[src/rtl/mem_bus_stage_pkg.sv]
// Shared definitions for the MEM pipeline stage: memory op codes, FSM
// state encoding and small op-classification helpers.
package mem_bus_stage_pkg;

  localparam logic [3:0] MEM_NONE = 4'd0;
  localparam logic [3:0] MEM_LB   = 4'd1;
  localparam logic [3:0] MEM_LBU  = 4'd2;
  localparam logic [3:0] MEM_LH   = 4'd3;
  localparam logic [3:0] MEM_LHU  = 4'd4;
  localparam logic [3:0] MEM_LW   = 4'd5;
  localparam logic [3:0] MEM_SB   = 4'd6;
  localparam logic [3:0] MEM_SH   = 4'd7;
  localparam logic [3:0] MEM_SW   = 4'd8;

  typedef enum logic [1:0] {
    ST_IDLE  = 2'd0,
    ST_WAIT  = 2'd1,
    ST_DONE  = 2'd2,
    ST_DRAIN = 2'd3
  } state_e;

  function automatic logic is_load(input logic [3:0] op);
    return (op == MEM_LB) || (op == MEM_LBU) || (op == MEM_LH) ||
           (op == MEM_LHU) || (op == MEM_LW);
  endfunction

  function automatic logic is_store(input logic [3:0] op);
    return (op == MEM_SB) || (op == MEM_SH) || (op == MEM_SW);
  endfunction

  // Halfword ops need a[0]=0, word ops need a[1:0]=00; byte ops never fault.
  function automatic logic is_misaligned(input logic [3:0] op, input logic [1:0] a);
    logic bad;
    case (op)
      MEM_LH, MEM_LHU, MEM_SH: bad = a[0];
      MEM_LW, MEM_SW:          bad = (a != 2'b00);
      default:                 bad = 1'b0;
    endcase
    return bad;
  endfunction

endpackage

[src/rtl/mem_bus_stage_if.sv]
// Single-outstanding req/ack data bus between the MEM stage and memory.
interface mem_bus_stage_if #(parameter int AW = 32) ();
  logic          req;
  logic          we;
  logic [AW-1:0] addr;
  logic [3:0]    sel;
  logic [31:0]   wdata;
  logic          ack;
  logic [31:0]   rdata;

  modport master (output req, we, addr, sel, wdata, input ack, rdata);
  modport slave  (input req, we, addr, sel, wdata, output ack, rdata);
endinterface

[src/rtl/mem_bus_stage_lane_align.sv]
// Big-endian byte-lane steering: byte enables and replicated write data for
// stores, lane selection plus sign/zero extension for loads.
module mem_bus_stage_lane_align
  import mem_bus_stage_pkg::*;
(
  input  logic [3:0]  op,
  input  logic [1:0]  addr_lo,
  input  logic [31:0] store_data,
  input  logic [31:0] rdata,
  output logic [3:0]  sel,
  output logic [31:0] wdata,
  output logic [31:0] load_data
);

  logic [7:0]  byte_lane;
  logic [15:0] half_lane;

  // Pick the addressed byte/halfword out of the read word (a=00 is data[31:24]).
  always_comb begin
    byte_lane = 8'h00;
    case (addr_lo)
      2'b00:   byte_lane = rdata[31:24];
      2'b01:   byte_lane = rdata[23:16];
      2'b10:   byte_lane = rdata[15:8];
      2'b11:   byte_lane = rdata[7:0];
      default: byte_lane = 8'h00;
    endcase
    if (addr_lo[1]) begin
      half_lane = rdata[15:0];
    end else begin
      half_lane = rdata[31:16];
    end
  end

  // Per-op byte enables, store replication and load extension.
  always_comb begin
    sel       = 4'b0000;
    wdata     = 32'h0000_0000;
    load_data = 32'h0000_0000;
    case (op)
      MEM_LB:  begin sel = 4'b1000 >> addr_lo; load_data = {{24{byte_lane[7]}}, byte_lane}; end
      MEM_LBU: begin sel = 4'b1000 >> addr_lo; load_data = {24'h00_0000, byte_lane}; end
      MEM_LH:  begin sel = addr_lo[1] ? 4'b0011 : 4'b1100; load_data = {{16{half_lane[15]}}, half_lane}; end
      MEM_LHU: begin sel = addr_lo[1] ? 4'b0011 : 4'b1100; load_data = {16'h0000, half_lane}; end
      MEM_LW:  begin sel = 4'b1111; load_data = rdata; end
      MEM_SB:  begin sel = 4'b1000 >> addr_lo; wdata = {4{store_data[7:0]}}; end
      MEM_SH:  begin sel = addr_lo[1] ? 4'b0011 : 4'b1100; wdata = {2{store_data[15:0]}}; end
      MEM_SW:  begin sel = 4'b1111; wdata = store_data; end
      default: begin sel = 4'b0000; wdata = 32'h0000_0000; load_data = 32'h0000_0000; end
    endcase
  end

endmodule

[src/rtl/mem_bus_stage.sv]
// MIPS MEM stage: runs loads/stores over a single-outstanding req/ack bus,
// stalls the pipeline while an access is in flight, passes ALU results through.
module mem_bus_stage
  import mem_bus_stage_pkg::*;
#(
  parameter int AW = 32,
  parameter int DW = 32
)
(
  input  logic          clk,
  input  logic          rst,
  input  logic [3:0]    ex_mem_op,
  input  logic [4:0]    ex_w_reg_addr,
  input  logic          ex_we,
  input  logic [DW-1:0] ex_w_data,
  input  logic [AW-1:0] ex_mem_addr,
  input  logic [DW-1:0] ex_store_data,
  input  logic          stall_in,
  input  logic          flush,
  output logic [4:0]    mem_w_reg_addr,
  output logic          mem_we,
  output logic [DW-1:0] mem_w_data,
  output logic          stallreq,
  output logic          align_err,
  mem_bus_stage_if.master bus
);

  state_e      state;
  logic [31:0] rdata_q;
  logic [3:0]  lane_sel;
  logic [31:0] lane_wdata;
  logic [31:0] lane_load;
  logic        op_is_mem;
  logic        op_bad;

  assign op_is_mem = is_load(ex_mem_op) || is_store(ex_mem_op);
  assign op_bad    = is_misaligned(ex_mem_op, ex_mem_addr[1:0]);

  mem_bus_stage_lane_align u_lane (
    .op         (ex_mem_op),
    .addr_lo    (ex_mem_addr[1:0]),
    .store_data (ex_store_data),
    .rdata      (bus.rdata),
    .sel        (lane_sel),
    .wdata      (lane_wdata),
    .load_data  (lane_load)
  );

  // FSM plus bus request registers and captured load data.
  always_ff @(posedge clk) begin
    if (rst) begin
      state     <= ST_IDLE;
      bus.req   <= 1'b0;
      bus.we    <= 1'b0;
      bus.addr  <= '0;
      bus.sel   <= 4'b0000;
      bus.wdata <= 32'h0000_0000;
      rdata_q   <= 32'h0000_0000;
    end else begin
      case (state)
        ST_IDLE: begin
          if (!flush && op_is_mem && !op_bad) begin
            bus.req   <= 1'b1;
            bus.we    <= is_store(ex_mem_op);
            bus.addr  <= {ex_mem_addr[AW-1:2], 2'b00};
            bus.sel   <= lane_sel;
            bus.wdata <= lane_wdata;
            state     <= ST_WAIT;
          end
        end
        ST_WAIT: begin
          if (bus.ack) begin
            bus.req <= 1'b0;
            if (flush) begin
              state <= ST_IDLE;
            end else begin
              rdata_q <= lane_load;
              state   <= ST_DONE;
            end
          end else if (flush) begin
            state <= ST_DRAIN;
          end
        end
        ST_DONE: begin
          // Leave once mem_wb has taken the result (or it was killed).
          if (flush || !stall_in) begin
            state <= ST_IDLE;
          end
        end
        ST_DRAIN: begin
          // A flushed access still has to finish on the bus; its data is dropped.
          if (bus.ack) begin
            bus.req <= 1'b0;
            state   <= ST_IDLE;
          end
        end
        default: begin
          state   <= ST_IDLE;
          bus.req <= 1'b0;
        end
      endcase
    end
  end

  // Output mux toward mem_wb and the pipeline controller.
  always_comb begin
    mem_w_reg_addr = 5'd0;
    mem_we         = 1'b0;
    mem_w_data     = '0;
    stallreq       = 1'b0;
    align_err      = 1'b0;
    if (rst) begin
      stallreq = 1'b0;
    end else begin
      case (state)
        ST_IDLE: begin
          if (flush) begin
            stallreq = 1'b0;
          end else if (!op_is_mem) begin
            mem_w_reg_addr = ex_w_reg_addr;
            mem_we         = ex_we;
            mem_w_data     = ex_w_data;
          end else if (op_bad) begin
            align_err = 1'b1;
          end else begin
            stallreq = 1'b1;
          end
        end
        ST_WAIT, ST_DRAIN: stallreq = 1'b1;
        ST_DONE: begin
          if (flush) begin
            stallreq = 1'b0;
          end else begin
            mem_w_reg_addr = ex_w_reg_addr;
            mem_we         = ex_we & is_load(ex_mem_op);
            mem_w_data     = rdata_q;
          end
        end
        default: stallreq = 1'b0;
      endcase
    end
  end

endmodule
[src/flat_wrapper.sv]
// flat-port wrapper written by rule: the top's interface ports become plain ports
module mem_bus_stage_flat import mem_bus_stage_pkg::*;
#(
  parameter int AW = 32,
  parameter int DW = 32
)
  (clk, rst, ex_mem_op, ex_w_reg_addr, ex_we, ex_w_data, ex_mem_addr, ex_store_data, stall_in, flush, mem_w_reg_addr, mem_we, mem_w_data, stallreq, align_err, bus_req, bus_we, bus_addr, bus_sel, bus_wdata, bus_ack, bus_rdata);
  mem_bus_stage_if #(.AW(AW)) bus_i ();
  input  logic clk;
  input  logic rst;
  input  logic [3:0] ex_mem_op;
  input  logic [4:0] ex_w_reg_addr;
  input  logic ex_we;
  input  logic [DW-1:0] ex_w_data;
  input  logic [AW-1:0] ex_mem_addr;
  input  logic [DW-1:0] ex_store_data;
  input  logic stall_in;
  input  logic flush;
  output logic [4:0] mem_w_reg_addr;
  output logic mem_we;
  output logic [DW-1:0] mem_w_data;
  output logic stallreq;
  output logic align_err;
  output wire logic [$bits(bus_i.req)-1:0] bus_req;
  output wire logic [$bits(bus_i.we)-1:0] bus_we;
  output wire logic [$bits(bus_i.addr)-1:0] bus_addr;
  output wire logic [$bits(bus_i.sel)-1:0] bus_sel;
  output wire logic [$bits(bus_i.wdata)-1:0] bus_wdata;
  input wire logic [$bits(bus_i.ack)-1:0] bus_ack;
  input wire logic [$bits(bus_i.rdata)-1:0] bus_rdata;
  assign bus_req = bus_i.req;
  assign bus_we = bus_i.we;
  assign bus_addr = bus_i.addr;
  assign bus_sel = bus_i.sel;
  assign bus_wdata = bus_i.wdata;
  assign bus_i.ack = bus_ack;
  assign bus_i.rdata = bus_rdata;
  mem_bus_stage #(.AW(AW), .DW(DW)) u_core (.clk(clk), .rst(rst), .ex_mem_op(ex_mem_op), .ex_w_reg_addr(ex_w_reg_addr), .ex_we(ex_we), .ex_w_data(ex_w_data), .ex_mem_addr(ex_mem_addr), .ex_store_data(ex_store_data), .stall_in(stall_in), .flush(flush), .mem_w_reg_addr(mem_w_reg_addr), .mem_we(mem_we), .mem_w_data(mem_w_data), .stallreq(stallreq), .align_err(align_err), .bus(bus_i));
endmodule
[config.mk]
export PLATFORM = sky130hd
export DESIGN_NAME = mem_bus_stage_flat
export DESIGN_NICKNAME = d
export VERILOG_FILES = /design/src/rtl/mem_bus_stage_pkg.sv /design/src/rtl/mem_bus_stage_if.sv /design/src/rtl/mem_bus_stage_lane_align.sv /design/src/rtl/mem_bus_stage.sv /design/src/flat_wrapper.sv
export SDC_FILE = /design/constraint.sdc
export NUM_CORES = 1
export LEC_CHECK = 0
export ABC_CLOCK_PERIOD_IN_PS = 3000
export CAP_MARGIN = 20
export CORE_ASPECT_RATIO = 0.8
export CORE_UTILIZATION = 41
export CTS_CLUSTER_DIAMETER = 40
export CTS_CLUSTER_SIZE = 30
export DETAILED_ROUTE_END_ITERATION = 8
export PLACE_DENSITY = 0.81
export SLEW_MARGIN = 30
export SYNTH_ARGS = -nofsm -noshare
export SYNTH_HDL_FRONTEND = slang
export SYNTH_SLANG_ARGS = --single-unit
[constraint.sdc]
create_clock -name clk -period 3 [get_ports clk]
set_input_delay 0.75 -clock clk [delete_from_list [all_inputs] [get_ports clk]]
set_output_delay 0.75 -clock clk [all_outputs]
set_load 0.005 [all_outputs]
# == Yosys cells after proc, flatten, opt, wreduce, memory -nomap -nowiden ==
# Cells that the tools add are included.
# classes
eq_ne,19
shift,1
mux,42
bitwise,2
reduce_logical,25
# op_table
cell,count
one-hot mux 32 bit (5 select lines),1
2-to-1 mux 32 bit,4
one-hot mux 32 bit (3 select lines),1
one-hot mux 32 bit (2 select lines),1
one-hot mux 8 bit (4 select lines),1
2-to-1 mux 5 bit,4
equality test 4 x 3 -> 1 bit (second input constant),4
2-to-1 mux 16 bit,1
2-to-1 mux 1 bit,15
2-to-1 mux 2 bit,6
one-hot mux 4 bit (3 select lines),1
one-hot mux 5 bit (2 select lines),1
equality test 2 bit (second input constant),4
equality test 4 x 2 -> 1 bit (second input constant),2
logical OR 1 bit,8
one-hot mux 2 bit (4 select lines),1
inequality test 2 x 1 -> 1 bit (second input constant),3
one-hot mux 1 bit (2 select lines),3
AND reduction 3 bit,2
OR reduction 3 bit,2
equality test 2 x 1 -> 1 bit (second input constant),2
equality test 4 x 1 -> 1 bit (second input constant),1
equality test 4 bit (second input constant),1
zero test 2 bit,2
13 further kinds,18
# word_totals
reg_bits,102
inputBits,143
out_inout_bits,110

# == Depth between registers and ports, before layout ==
# depth
depth_word,10
ltp_mapped,8
ltp_nobuf,5

# == Hierarchy ==
# From an unflattened synthesis, not the netlist that was laid out.
# unflattened
cells_unflattened,768
hier_area_um2,6072.1
# by_module_without_submodules
mod,instances,cells_each,area_each_um2,seq_area_each_um2
mem_bus_stage,1,591,4804.6,2042.0
mem_bus_stage_lane_align,1,177,1267.5,0.0

# == Worst setup path before layout ==
# OpenSTA, ideal clock, no wires.
# synth_timing
kind,input port to output port
from,input ex_mem_op[1]
to,output mem_w_data[10]
t_arrival_ns,1.998
path_slack_ns,0.252
cell_stages,7
cell_sequence,buf_2 > nor3_2 > xnor2_1 > nor3_1 > buf_2 > a22oi_1 > nor2_1
# synth_via
elab_chain_len,10
elab_cells_between_ends,19
classes_between,eq/ne: 8; mux: 4; reduce/logical: 7
# synth_lines
element,line_no,rtl
start: declaration,flat_wrapper.sv:11,input logic [3:0] ex_mem_op;
equality test 4 x 1 -> 1 bit or equality test 4 x 2 -> 1 bit (tied branches),mem_bus_stage_pkg.sv:23,return (op == MEM_LB) || (op == MEM_LBU) || (op == MEM_LH) ||
logical OR 1 bit (3 in a row),mem_bus_stage_pkg.sv:23,
logical OR 1 bit,mem_bus_stage_pkg.sv:24,(op == MEM_LHU) || (op == MEM_LW);
logical OR 1 bit *,mem_bus_stage.sv:36,assign op_is_mem = is_load(ex_mem_op) || is_store(ex_mem_op);
2-to-1 mux 32 bit *,mem_bus_stage.sv:119,end else if (!op_is_mem) begin
2-to-1 mux 32 bit *,mem_bus_stage.sv:117,if (flush) begin
one-hot mux 32 bit (2 select lines) *,mem_bus_stage.sv:115,case (state)
2-to-1 mux 32 bit *,mem_bus_stage.sv:112,if (rst) begin
end: declaration,flat_wrapper.sv:21,output logic [DW-1:0] mem_w_data;
# Mark *: on every way between the ends. The rest lies on a longest branch, timed or not.

# == Worst setup path in the final report ==
# layout_timing
from,input ex_mem_op[0]
to,output mem_w_data[8]
# Same word-level chain as after synthesis.

==> results.txt <==
vias in the first global route = 5415
RSZ-0062 raised after global routing = yes
fin cells = 1049
total number of vias = 5740
post-synthesis compound-gate area fraction = 28.1%
TritonCTS buffer count = 9
final setup vio count = 0
setup TNS = 0 ns
Mapped Area = 5120 µm²
multiplexer area fraction after synthesis = 5.57%
sequential share of the synthesized area = 39.9%
top-count cell post-synth = dfxtp_1
H-tree level count = 3
post-route clock period utilization = 98.4%
EDFF count, synth = 0
DRC violations left = 0
Cells after Synth = 628
Levels on crit path = 9
DRT antenna net count = 0
Worst EP required = 2.25 ns
Avg WL per Cell = 17.2 µm
Port Buffer Count = 250
WP data arrival = 2.20 ns
Area Overhead vs Synth = 62.3%
Routed WL = 18.0 mm
Worst Max-Slew Pin Slew = 0.621 ns
largest net degree at the start of global routing = 38
CP cell instances = buf_4, nor3_4, xnor2_2, nor3_4, buf_12, buf_6, a22oi_1, nor2_1, dlygate4sd2_1
max-slew violations = 0
first-pass GRT wire length = 27.6 mm
total global routing overflow = 0
critical path's slowest cell = nor3_4
I/O pins = 253
Synth area leader = dfxtp_1
Leak = 3.13 nW
PwrDens = 393 nW/µm²
Post-synth top cells = dfxtp_1 (102), nand2_1 (92), nor2_1 (79), a21oi_1 (48), a22oi_1 (41)
GP Congestion = 0.889
initial antenna violation count = 0
1st-iter DRT viols = 392
share of the synthesized area in the top cell type = 39.9%
clk slew on worst S/H paths = 0.06 ns
maxcap violations = 0
Total Nets Final = 1034
Clock Latency Late Sink = 0.34 ns
final hold violation count = 0
largest stage delay on the critical path = 0.24 ns
worst path bufs/invs = 4
Setup Crit Path Kind = in2out
endpoint class of the critical path = primary output
CP startpoint kind = primary input
largest cells by area after synthesis = dfxtp_1 (40%), nand2_1 (6.7%), a22oi_1 (6.0%)
DRT Pass-1 Iters = 5
Clock Sinks = 102
Via density = 5.47
DPL Wire Length = 13.3 mm
CTS tree = done
Worst path top cell family by delay = buffers and inverters
CTS root buf = clkbuf_16
XOR/XNOR Fraction of Synth Area = 0.513%
cell row count = 36
hold buffers post-CTS = 0
Most used DFF post-synth = dfxtp_1
Die W = 127 µm
critical-path maximum fanout = 7
worst min path class = reg2reg
flops & latches, synth = 102
die area = 12900 µm²
initial core utilization = 42.1%
relative slew slack = 57.6%
final critical-path required period = 2.95 ns
status = finished, final reports clean
FFs w/ async S/R, synth = 0%
Syn. warnings = 0
main combinational cell family by area after synthesis = compound AO/OA/AOI/OAI gates
simple logic cell fraction of the synthesized area = 19.5%
placed insts = 1024
global-route usage over all layers = 27.1%
most used cell, CP = nor3_4
Synth cell types = 54
core area = 12200 µm²
Clock Skew = 0.00543 ns
Max Clk Rate = 339 MHz
die height = 102 µm
R2R depth = 6
share of cells above drive strength 1 = 18.8%
peak supply drop = 0.274 mV
Synth Area in Adders = 0%
Synth Area per Inst = 8.15 µm²
Worst Hold Path Cells = 2
clk buf depth = 2
==> where the power goes <==
part	leakage, nW	internal, mW	switching (mW)	total, mW
Combinational	2.16	0.402	0.327	0.729
Sequential	0.825	1.39	0.0202	1.41
Clock	0.141	0.599	0.531	1.13
==> kinds of logic after synthesis <==
logic type / count (synthesis)
mux: 27
flops: 102
buf+inv: 64
simple gates: 224
xor+xnor: 3
other cells: 1
compound gates: 207
==> per-layer routing <==
layer | part of all wire [%] | vias up | global-route usage, % | routed length (µm)
met5 | 0 | - | 0 | 0
met4 | 1.2 | 0 | 6.96 | 225
met3 | 8.4 | 20 | 6.60 | 1520
met2 | 47 | 251 | 45.0 | 8440
met1 | 43 | 2708 | 35.7 | 7830
li1 | - | 2761 | - | -
==> path summary, 6_finish.rpt <==
path,startpoint,endpoint,slack [ns]
setup / recovery,ex_mem_op[0],mem_w_data[8],0.05
hold / removal,u_core.rdata_q[29]$_SDFFE_PP0P_,u_core.rdata_q[29]$_SDFFE_PP0P_,0.46
setup reg to reg,u_core.state[1]$_SDFFE_PP0P_,u_core.rdata_q[1]$_SDFFE_PP0P_,0.98
hold reg to reg,u_core.rdata_q[29]$_SDFFE_PP0P_,u_core.rdata_q[29]$_SDFFE_PP0P_,0.46
==> metrics by stage <==
step | area [µm²] | util, % | hold slack, ns | setup slack [ns] | power, mW
2_1_floorplan | 5120 | - | 0.425 | 0.252 | 1.73
3_3_place_gp | 7960 | 65.5 | 0.443 | -0.826 | 2.11
3_5_place_dp | 7960 | 65.5 | 0.445 | -0.850 | 2.13
4_1_cts | 8370 | 68.8 | 0.463 | -0.00611 | 3.29
5_1_grt | 8310 | 68.3 | 0.486 | -0.0400 | 3.41
6_report | 8310 | 68.3 | 0.462 | 0.0467 | 3.27
==> registers in the layout (all words and copies together), names as in the netlist <==
name / flops
u_core.bus.addr: 30
u_core.bus.req: 1
u_core.bus.sel: 4
u_core.bus.wdata: 32
u_core.bus.we: 1
u_core.rdata_q: 32
u_core.state: 2
==> worst min-delay path: stages, from the launching register on <==
cell     delay [ns]
dfxtp_1        0.32
nand2_1        0.05
o21ai_1        0.05
==> timing repair <==
| item | CTS | global route |
|---|---|---|
| setup endpoints to repair | 40 | 31 |
| pin swaps | 8 | 11 |
| resized for setup | 84 | 55 |
| gates cloned | 1 | 0 |
| buffers inserted | 8 | 2 |
==> cell type report <==
class | count | area [µm²]
fillers | 990 | 3850
multi-input cells | 463 | 2890
repair buffers | 312 | 2880
flip-flops and latches | 102 | 2040
clock buffers | 10 | 239
well taps | 152 | 190
clock inverters | 6 | 53.8
inverters | 3 | 11.3
diodes | 1 | 2.50
==> placed cells by master, fill, tap and decap left out, types with 24 or more instances in the layout <==
| cell type | n |
|---|---|
| o21ai_0 | 34 |
| clkdlybuf4s50_1 | 202 |
| nand2_1 | 92 |
| dfxtp_1 | 102 |
| a22oi_1 | 31 |
| a21oi_1 | 47 |
| a21oi_2 | 29 |
| o2bb2ai_1 | 24 |
| buf_4 | 55 |
| mux2i_1 | 24 |
| nor2_1 | 76 |
(Power assumes the default switching activity.)
